<file path="src/rtl/ucdp_sync_hs_pkg.sv">
// Shared types for the 4-phase req/ack clock-domain-crossing handshake.
// The state encoding is shared by the tx and rx sides of the handshake.
package ucdp_sync_hs_pkg;

  typedef enum logic [1:0] {
    IDLE = 2'b00,
    REQ  = 2'b01,
    WAIT = 2'b10
  } sync_hs_state_t;

  // A transfer is in progress in every state except IDLE.
  function automatic logic hs_busy(sync_hs_state_t state);
    return state != IDLE;
  endfunction

endpackage

</file>
<file path="src/rtl/ucdp_sync_hs_acksync.sv">
// Two-flop level synchronizer for the returning handshake acknowledge.
// Simulation builds may add one cycle of random latency to mimic metastability resolution.
module ucdp_sync_hs_acksync (
  input  logic main_clk_i,
  input  logic main_rst_i,
  input  logic d_i,
  output logic q_o
);

  logic d_sel;
  logic s1_q;
  logic s2_q;

`ifdef SIM
`ifndef CLD_SYNC_NO_JITTER
  logic d_dly;
  logic jit;

  always_ff @(posedge main_clk_i) begin
    d_dly <= d_i;
    jit   <= 1'($urandom_range(0, 1));
  end

  assign d_sel = jit ? d_dly : d_i;
`else
  assign d_sel = d_i;
`endif
`else
  assign d_sel = d_i;
`endif

  always_ff @(posedge main_clk_i) begin
    if (main_rst_i) begin
      s1_q <= 1'b0;
      s2_q <= 1'b0;
    end else begin
      s1_q <= d_sel;
      s2_q <= s1_q;
    end
  end

  assign q_o = s2_q;

endmodule

</file>
<file path="src/rtl/ucdp_sync_hs_tx.sv">
// Source-domain transmitter of a 4-phase req/ack handshake: holds one word stable
// on tx_data_o while tx_req_o is raised, and completes all four phases before the next word.
module ucdp_sync_hs_tx #(
  parameter int unsigned WIDTH = 8
) (
  input  logic             main_clk_i,
  input  logic             main_rst_i,
  input  logic             valid_i,
  input  logic [WIDTH-1:0] data_i,
  output logic             ready_o,
  output logic             tx_req_o,
  output logic [WIDTH-1:0] tx_data_o,
  input  logic             tx_ack_i,
  output logic             busy_o,
  output logic             done_o
);
  import ucdp_sync_hs_pkg::*;

  sync_hs_state_t state;
  logic           ack_s;

  ucdp_sync_hs_acksync u_acksync (
    .main_clk_i (main_clk_i),
    .main_rst_i (main_rst_i),
    .d_i        (tx_ack_i),
    .q_o        (ack_s)
  );

  // A stale high ack in IDLE blocks acceptance until the peer has released it.
  assign ready_o = (state == IDLE) && !ack_s;
  assign busy_o  = hs_busy(state);

  always_ff @(posedge main_clk_i) begin
    if (main_rst_i) begin
      state     <= IDLE;
      tx_req_o  <= 1'b0;
      tx_data_o <= '0;
      done_o    <= 1'b0;
    end else begin
      done_o <= 1'b0;
      case (state)
        IDLE: begin
          if (valid_i && ready_o) begin
            tx_data_o <= data_i;
            tx_req_o  <= 1'b1;
            state     <= REQ;
          end
        end
        REQ: begin
          if (ack_s) begin
            tx_req_o <= 1'b0;
            state    <= WAIT;
          end
        end
        WAIT: begin
          if (!ack_s) begin
            done_o <= 1'b1;
            state  <= IDLE;
          end
        end
        default: begin
          tx_req_o <= 1'b0;
          state    <= IDLE;
        end
      endcase
    end
  end

endmodule
</file>
<file path="config.mk">
export PLATFORM = sky130hd
export DESIGN_NAME = ucdp_sync_hs_tx
export DESIGN_NICKNAME = d
export VERILOG_FILES = /design/src/rtl/ucdp_sync_hs_pkg.sv /design/src/rtl/ucdp_sync_hs_acksync.sv /design/src/rtl/ucdp_sync_hs_tx.sv
export SDC_FILE = /design/constraint.sdc
export NUM_CORES = 1
export LEC_CHECK = 0
export ABC_CLOCK_PERIOD_IN_PS = 1400
export BUFFER_PORTS_ARGS = -buffer_cell sky130_fd_sc_hd__buf_4
export CORE_UTILIZATION = 44
export DETAILED_ROUTE_END_ITERATION = 10
export MAX_ROUTING_LAYER = met4
export PLACE_DENSITY = 0.74
export SETUP_SLACK_MARGIN = 0.2
export SKIP_CTS_REPAIR_TIMING = 1
export SLEW_MARGIN = 5
export SYNTH_ARGS = -nofsm -noshare
export SYNTH_HDL_FRONTEND = slang
export SYNTH_SLANG_ARGS = --single-unit
</file>
<file path="constraint.sdc">
create_clock -name main_clk_i -period 1.4 [get_ports main_clk_i]
set_input_delay 0.28 -clock main_clk_i [delete_from_list [all_inputs] [get_ports main_clk_i]]
set_output_delay 0.28 -clock main_clk_i [all_outputs]
set_load 0.01 [all_outputs]
</file>
==> results of run 1 <==
-- power groups by stage --
stage	sequential [mW]	combinational, mW	clock [mW]
after floorplan	0.455	0.0701	0
after global placement	0.447	0.149	0
after detailed placement	0.447	0.150	0
after CTS	0.439	0.151	0.234
after global routing	0.439	0.184	0.252
final	0.436	0.169	0.218
-- layout make-up --
type / count / share of cell area (%)
Timing Repair Buffer: 29 / 26.1
Clock buffer: 3 / 2.65
Tap cell: 14 / 2.06
Inverter: 1 / 0.442
Multi-Input combinational cell: 37 / 34.9
Sequential cell: 14 / 33.9
-- through the flow --
| step | setup WS (ns) | util, % | cell area, um^2 | std cells | hold slack, ns |
|---|---|---|---|---|---|
| 5_1_grt | -0.0369 | 72.5 | 850 | 98 | 0.199 |
| 3_3_place_gp | 0.235 | 66.1 | 774 | 92 | 0.419 |
| 4_1_cts | -0.0690 | 68.1 | 797 | 95 | 0.206 |
| 6_report | 0.0172 | 72.5 | 850 | 98 | 0.215 |
| 2_1_floorplan | 0.267 | - | 581 | 55 | 0.408 |
| 3_5_place_dp | 0.223 | 66.1 | 774 | 92 | 0.430 |
-- synthesized netlist by cell type --
cell       n  area (um^2)
nand2b_1  16          100
nor4b_2    1         15.0
nor3b_1    1         7.51
clkbuf_1   2         7.51
nor4_1     1         6.26
and2b_2    1         8.76
inv_1      1         3.75
dfxtp_1   14          280
or2_2      1         6.26
nor2b_1    2         12.5
and3_1     1         6.26
o31a_2     1         10.0
mux2i_1    8         80.1
buf_6      1         11.3
nor2_1     2         7.51
nor4b_1    1         8.76
xor2_1     1         8.76
-- placed cells by master (no fill, tap or decap) --
cell type / netlist / layout
buf_4: 0 / 28
nand2b_1: 16 / 16
dfxtp_1: 14 / 12
mux2i_1: 8 / 8
clkbuf_4: 0 / 3
nor2b_1: 2 / 2
dfxtp_4: 0 / 2
or2_4: 0 / 1
nor2_4: 0 / 1
nor4b_4: 0 / 1
nor4b_1: 1 / 1
inv_1: 1 / 1
xor2_1: 1 / 1
and3_1: 1 / 1
and2b_2: 1 / 1
nor3b_1: 1 / 1
o31a_2: 1 / 1
nor2_1: 2 / 1
nor4_1: 1 / 1
buf_6: 1 / 1
-- flip-flops by register name, summed over array words and instances (netlist names) --
register,count
state,2
tx_req_o,1
u_acksync.s1_q,1
u_acksync.q_o,1
done_o,1
tx_data_o,8
-- critical path, delay by kind of cell (launching register included) --
| kind | cells | cell delay [ns] |
|---|---|---|
| simple gates | 2 | 0.37 |
| flops | 1 | 0.36 |
| buf+inv | 1 | 0.10 |
-- worst max-delay path by stage --
stage,to,slack [ns],depth (start not counted)
after floorplan,ready_o,0.27,2
after global placement,tx_data_o[2],0.24,3
after detailed placement,tx_data_o[5],0.22,3
after CTS,ready_o,-0.07,3
after global routing,ready_o,-0.04,3
final,ready_o,0.02,3
-- routing by layer --
layer	up-vias	share of wire (%)
met5	-	0
met4	0	0
met3	0	7.5
met2	19	47
met1	210	45
li1	240	-
-- logic make-up (layout without fill, tap and decap cells) --
kind of cell	count (synthesis)	after routing	synth area share (%)
XOR/XNOR	1	1	1.51
AND/OR/NAND/NOR	27	27	30.8
flip-flops	14	14	48.3
multiplexers	8	8	13.8
AO/OA/AOI/OAI	1	1	1.72
buffers and inverters	4	33	3.88
==> impl_metrics.py, run 1 <==
metrics = {
    "status": {
        "status": "complete, no violations",
    },
    "critical_path": {
        "timing.rr.end": "tx_data_o[2]",
        "crit_path_max_incr_delay_ns": 0.36,
        "critPathRequiredTime_ns": 1.12,
        "crit_path_start": "state[0]",
        "end_kind": "primary output",
        "r2r-start": "state[1]",
        "startpoint_type": "flip-flop",
        "arrival_ns": 1.10,
        "cp_max_fo": 4,
        "slowest_stage": "dfxtp_4",
        "worstSetupPathType": "reg2out",
        "r2r_slack_ns": 0.12,
        "reg2reg_depth": 4,
        "cp_cell_sequence": "or2_4 -> nor2_4 -> buf_6",
    },
    "layout": {
        "regArea_um2": 288,
        "multi_input_area_um2": 297,
        "area.growth.synth_to_final_pct": 46.3,
        "finalNetCount": 98,
        "layout-drive-gt1-share_pct": 46.4,
        "antenna_cells": 0,
        "fillers": 101,
    },
    "detailed_routing": {
        "drt_pass1_iterations": 3,
        "totalWireLength_um": 1070,
        "ant_nets": 0,
        "vias": 469,
        "avgRoutedWirePerCell_um": 11.0,
        "drc": 0,
        "drtIter0Drc": 3,
        "viasPerCell": 4.79,
    },
    "global_routing": {
        "top_usage_layer": "met2",
        "grt_pass1_vias": 425,
        "met1_usage_pct": 21.2,
        "overflow": 0,
        "grt_max_degree": 22,
        "grt_util_met2_pct": 25.4,
        "antenna_found_initial": 0,
        "grt_pass1_wl_um": 1720,
        "use_met3_pct": 10.5,
        "globalRouteTotalUtil_pct": 18.3,
    },
    "die": {
        "io_pins": 24,
        "initial_utilization_pct": 49.6,
        "die_w_um": 38.3,
        "rows": 12,
        "dieArea_um2": 1470,
        "die_y_um": 38.3,
        "core_um2": 1170,
    },
    "sta": {
        "fmax_ghz": 0.723,
        "rsz0062_at_grt": "yes",
        "fin_skew_ns": 0.00315,
        "finalSetupTns_ns": 0,
        "min_period_ns": 1.38,
        "max_slew_margin_pct": 82.0,
        "min_period_over_period_pct": 98.8,
        "setup_viol_count_final": 0,
        "tightestPinTransition_ns": 0.269,
        "hold_violations": 0,
        "maxSlewViolCount": 0,
    },
    "pwr": {
        "peakVddDrop_uv": 766,
        "power.total_uw": 823,
        "p_switching_uw": 198,
        "seqPwrFrac_pct": 53.0,
        "p_clk_share_pct": 26.5,
        "p_leak_nw": 0.397,
        "internal_power_uw": 626,
        "pwr-share-comb_pct": 20.6,
        "p_per_area_nw_per_um2": 969,
        "switching_share_pct": 24.0,
    },
    "clocking": {
        "h-tree-depth": 1,
        "cts_tree": "yes",
        "clk_latency_ns": 0.28,
        "clkSinkCount": 14,
        "cts.path.max_buffers": 2,
        "cts_buffers": 3,
        "root_buffer": "clkbuf_4",
        "clk_pin_slew_worst_paths_ns": 0.07,
    },
    "logic_synthesis": {
        "ys_ff_latch": 14,
        "synthCells": 55,
        "yosysSeqAreaShare_pct": 48.3,
        "ys_types": 17,
        "synth_area_um2": 581,
        "syn_avg_cell_area_um2": 10.6,
        "synthesis.nets": 67,
        "yosys_warnings": 0,
    },
    "job": {
        "drv_cap": 0,
    },
    "hold_path": {
        "hp-class": "in2reg",
        "hold_start": "tx_ack_i",
        "hold_end": "u_acksync.s1_q",
        "hold-path-cell-count": 2,
    },
    "place": {
        "place_hpwl_um": 702,
        "portBuffers": 23,
        "finalWeightedCongestion": 0.675,
    },
}
No activity file was read; power rests on OpenSTA's default activity.
==> run 2: changes to the inputs <==
==> constraint.sdc (replaced) <==
create_clock -name main_clk_i -period 1.4 [get_ports main_clk_i]
set_input_delay 0.28 -clock main_clk_i [delete_from_list [all_inputs] [get_ports main_clk_i]]
set_output_delay 0.28 -clock main_clk_i [all_outputs]
set_load 0.05 [all_outputs]
==> impl_metrics.py, run 2 (synthesis gave the netlist of run 1 again) <==
metrics = {
    "pwr": {
        "p_per_area_nw_per_um2": 1070,
        "seqPwrFrac_pct": 48.8,
        "pwr-share-comb_pct": 26.7,
        "power.total_uw": 895,
        "p_clk_share_pct": 24.5,
        "internal_power_uw": 625,
        "switching_share_pct": 30.1,
        "p_switching_uw": 270,
        "peakVddDrop_uv": 629,
        "p_leak_nw": 0.389,
    },
    "global_routing": {
        "antenna_found_initial": 0,
        "overflow": 0,
        "grt_max_degree": 22,
        "grt_pass1_vias": 386,
        "globalRouteTotalUtil_pct": 16.6,
        "grt_pass1_wl_um": 1530,
    },
    "layout": {
        "layout-drive-gt1-share_pct": 45.8,
        "area.growth.synth_to_final_pct": 44.2,
        "largest_register": "tx_data_o",
        "largest_register_ff_count": 8,
        "stdcell_count": 97,
        "finalNetCount": 97,
        "layout_commonest_cell": "buf_4",
        "antenna_cells": 0,
        "layout_common_cells": "27 x buf_4, 16 x nand2b_1, 12 x dfxtp_1",
        "largest_registers": "tx_data_o (8), state (2)",
        "final_util_pct": 71.5,
    },
    "clocking": {
        "root_buffer": "clkbuf_4",
        "clkSinkCount": 14,
        "h-tree-depth": 1,
        "cts_buffers": 3,
        "clk_latency_ns": 0.27,
        "cts_tree": "yes",
        "cts.path.max_buffers": 2,
        "clk_pin_slew_worst_paths_ns": 0.08,
    },
    "die": {
        "die_y_um": 38.3,
        "initial_utilization_pct": 49.6,
        "die_w_um": 38.3,
        "io_pins": 24,
        "rows": 12,
        "core_um2": 1170,
        "dieArea_um2": 1470,
    },
    "sta": {
        "finalSetupTns_ns": -0.00207,
        "min_period_ns": 1.40,
        "setup_viol_count_final": 1,
        "tightestPinTransition_ns": 0.316,
        "min_period_over_period_pct": 100,
        "max_slew_margin_pct": 78.9,
        "fin_skew_ns": 0.00281,
        "postLayoutSetupSlackWorst_ns": -0.00207,
        "fmax_ghz": 0.713,
        "maxSlewViolCount": 0,
        "rsz0062_at_grt": "yes",
        "hold_violations": 0,
    },
    "critical_path": {
        "worstSetupPathType": "reg2out",
        "arrival_ns": 1.12,
        "critPathRequiredTime_ns": 1.12,
        "end_kind": "primary output",
        "cp_max_fo": 3,
        "startpoint_type": "flip-flop",
    },
    "place": {
        "dpl.cell_count": 91,
        "finalWeightedCongestion": 0.703,
        "place_hpwl_um": 741,
        "portBuffers": 23,
    },
    "detailed_routing": {
        "avgRoutedWirePerCell_um": 10.8,
        "viasPerCell": 4.69,
        "ant_nets": 0,
        "vias": 455,
        "drc": 0,
        "drt_pass1_iterations": 2,
        "totalWireLength_um": 1050,
        "drtIter0Drc": 5,
    },
    "job": {
        "drv_cap": 0,
    },
    "status": {
        "violations": "setup timing",
        "status": "complete, but fails checks",
    },
    "hold_path": {
        "hp-class": "in2reg",
    },
}
[run 2: changes by cell type in the layout (fill, tap and decap cells not counted), sizes merged]
cell	change
buf	-1
[run 2: routing by layer]
metal	vias up	track usage (%)	share of wire (%)
li1	236	-	-
met1	203	20.4	43
met4	0	10.7	1.0
met5	-	-	0
met3	2	5.23	5.6
met2	14	23.3	51
[run 2: layout make-up]
| type | instances | area (um^2) |
|---|---|---|
| sequential | 14 | 288 |
| tap | 14 | 17.5 |
| inverter | 1 | 3.75 |
| fill | 102 | 334 |
| clock buffer | 3 | 22.5 |
| multi-input combinational | 37 | 288 |
| timing repair buffer | 28 | 218 |
[run 2: stage by stage]
stage | cell area [um^2] | hold WS (ns) | worst slack [ns]
2_1_floorplan | 593 | 0.408 | 0.154
3_3_place_gp | 779 | 0.418 | 0.235
3_5_place_dp | 779 | 0.431 | 0.227
4_1_cts | 802 | 0.214 | -0.0793
5_1_grt | 837 | 0.205 | -0.0462
6_report | 837 | 0.216 | -0.00207
[run 2: final timing paths]
| check | start | depth (start not counted) | slack, ns | endpoint |
|---|---|---|---|---|
| max | state[1] | 3 | -0.002 | ready_o |
| min | tx_ack_i | 2 | 0.22 | u_acksync.s1_q |
| max reg2reg | state[0] | 4 | 0.10 | tx_data_o[2] |
| min reg2reg | u_acksync.s1_q | 1 | 0.44 | u_acksync.q_o |
[run 2: power by group through the flow]
stage / sequential, mW / combinational (mW) / clock (mW)
2_1_floorplan: 0.513 / 0.0916 / 0
3_3_place_gp: 0.449 / 0.226 / 0
3_5_place_dp: 0.450 / 0.228 / 0
4_1_cts: 0.441 / 0.228 / 0.231
5_1_grt: 0.440 / 0.252 / 0.248
6_report: 0.437 / 0.239 / 0.219
[run 2: critical path: stages, from the launching register on]
cell	delay, ns
dfxtp_4	0.35
or2_4	0.26
nor2_4	0.09
buf_8	0.15
==> run 3: changes to the inputs <==
==> constraint.sdc (replaced) <==
create_clock -name main_clk_i -period 1.4 [get_ports main_clk_i]
set_input_delay 0.28 -clock main_clk_i [delete_from_list [all_inputs] [get_ports main_clk_i]]
set_output_delay 0.28 -clock main_clk_i [all_outputs]
set_load 0.1 [all_outputs]
==> impl_metrics.py, run 3 (synthesis gave the netlist of run 1 again) <==
metrics = {
    "critical_path": {
        "crit_end": "ready_o",
        "r2r-start": "state[1]",
        "reg2reg_depth": 4,
        "cp.depth": 3,
        "crit_path_start": "state[1]",
        "critPathRequiredTime_ns": 1.12,
        "end_kind": "primary output",
        "slowest_stage": "dfxtp_4",
        "timing.rr.end": "tx_data_o[3]",
        "path_buf_inv": 1,
        "cp_max_fo": 3,
        "arrival_ns": 1.18,
        "crit_path_max_incr_delay_ns": 0.35,
        "r2r_slack_ns": 0.18,
        "startpoint_type": "flip-flop",
        "worstSetupPathType": "reg2out",
        "cp_cell_sequence": "or2_4 -> nor2_4 -> buf_12",
        "critical_path.top_delay_family": "simple AND/OR/NAND/NOR gates",
    },
    "sta": {
        "min_period_over_period_pct": 104,
        "max_slew_margin_pct": 81.1,
        "postLayoutSetupSlackWorst_ns": -0.0561,
        "tightestPinTransition_ns": 0.280,
        "setup_viol_count_final": 2,
        "fmax_ghz": 0.687,
        "fin_skew_ns": 0.00685,
        "hold_violations": 0,
        "maxSlewViolCount": 0,
        "min_period_ns": 1.46,
        "finalSetupTns_ns": -0.0681,
        "rsz0062_at_grt": "yes",
    },
    "detailed_routing": {
        "viasPerCell": 4.65,
        "ant_nets": 0,
        "drc": 0,
        "drtIter0Drc": 3,
        "avgRoutedWirePerCell_um": 11.0,
        "drt_pass1_iterations": 2,
        "totalWireLength_um": 1070,
        "vias": 451,
    },
    "clocking": {
        "cts_buffers": 3,
        "cts.path.max_buffers": 2,
        "clk_pin_slew_worst_paths_ns": 0.09,
        "h-tree-depth": 1,
        "clk_latency_ns": 0.28,
        "cts_tree": "yes",
        "root_buffer": "clkbuf_4",
        "clkSinkCount": 14,
    },
    "job": {
        "drv_cap": 0,
    },
    "status": {
        "status": "complete, but fails checks",
        "violations": "setup timing",
    },
    "layout": {
        "final_util_pct": 77.5,
        "multi_input_area_um2": 297,
        "design_area_um2": 907,
        "fillers": 87,
        "layout_common_cells": "16 x nand2b_1, 15 x buf_4, 11 x buf_6",
        "area.growth.synth_to_final_pct": 56.2,
        "layout-drive-gt1-share_pct": 56.6,
        "regArea_um2": 297,
        "finalNetCount": 96,
        "antenna_cells": 0,
        "largest_registers": "tx_data_o (8), state (2)",
        "largest_register": "tx_data_o",
        "largest_register_ff_count": 8,
        "layout_commonest_cell": "nand2b_1",
    },
    "place": {
        "place_hpwl_um": 747,
        "portBuffers": 23,
        "place_area_um2": 798,
        "finalWeightedCongestion": 0.769,
    },
    "die": {
        "dieArea_um2": 1470,
        "rows": 12,
        "die_y_um": 38.3,
        "core_um2": 1170,
        "die_w_um": 38.3,
        "initial_utilization_pct": 49.6,
        "io_pins": 24,
    },
    "global_routing": {
        "grt_max_degree": 22,
        "globalRouteTotalUtil_pct": 18.3,
        "overflow": 0,
        "grt_pass1_wl_um": 1690,
        "grt_pass1_vias": 414,
        "antenna_found_initial": 0,
    },
    "pwr": {
        "peakVddDrop_uv": 742,
        "p_per_area_nw_per_um2": 1190,
        "p_leak_nw": 0.411,
        "power.total_mw": 1.08,
    },
    "hold_path": {
        "hp-class": "in2reg",
    },
}
## run 3: layout make-up
type	count	area share, %
sequential	14	32.7
multi-input combinational	37	32.7
timing repair buffer	27	28.3
clock buffer	4	4.00
tap	14	1.93
inverter	1	0.414
## run 3: per-layer routing
metal	global-route usage, %	wire (um)
met2	25.0	462
met3	8.72	78
met5	-	0
met1	21.5	514
met4	10.7	10
## run 3: worst min path at each step
stage | start | endpoint | slack, ns | depth (start not counted)
after floorplan | tx_ack_i | u_acksync.s1_q | 0.41 | 1
after global placement | u_acksync.s1_q | u_acksync.q_o | 0.42 | 1
after detailed placement | u_acksync.s1_q | u_acksync.q_o | 0.42 | 1
after CTS | tx_ack_i | u_acksync.s1_q | 0.20 | 2
after global routing | tx_ack_i | u_acksync.s1_q | 0.22 | 2
final | tx_ack_i | u_acksync.s1_q | 0.21 | 2
## run 3: stage by stage
step	hold slack, ns	cells	worst slack, ns
2_1_floorplan	0.408	55	-0.126
3_3_place_gp	0.420	92	0.158
3_5_place_dp	0.425	92	0.147
4_1_cts	0.203	96	-0.178
5_1_grt	0.218	97	-0.0937
6_report	0.211	97	-0.0561
## run 3: power breakdown
group	internal [mW]	switching (mW)
clock	0.158	0.132
combinational	0.121	0.227
sequential	0.425	0.0192
total	0.704	0.378
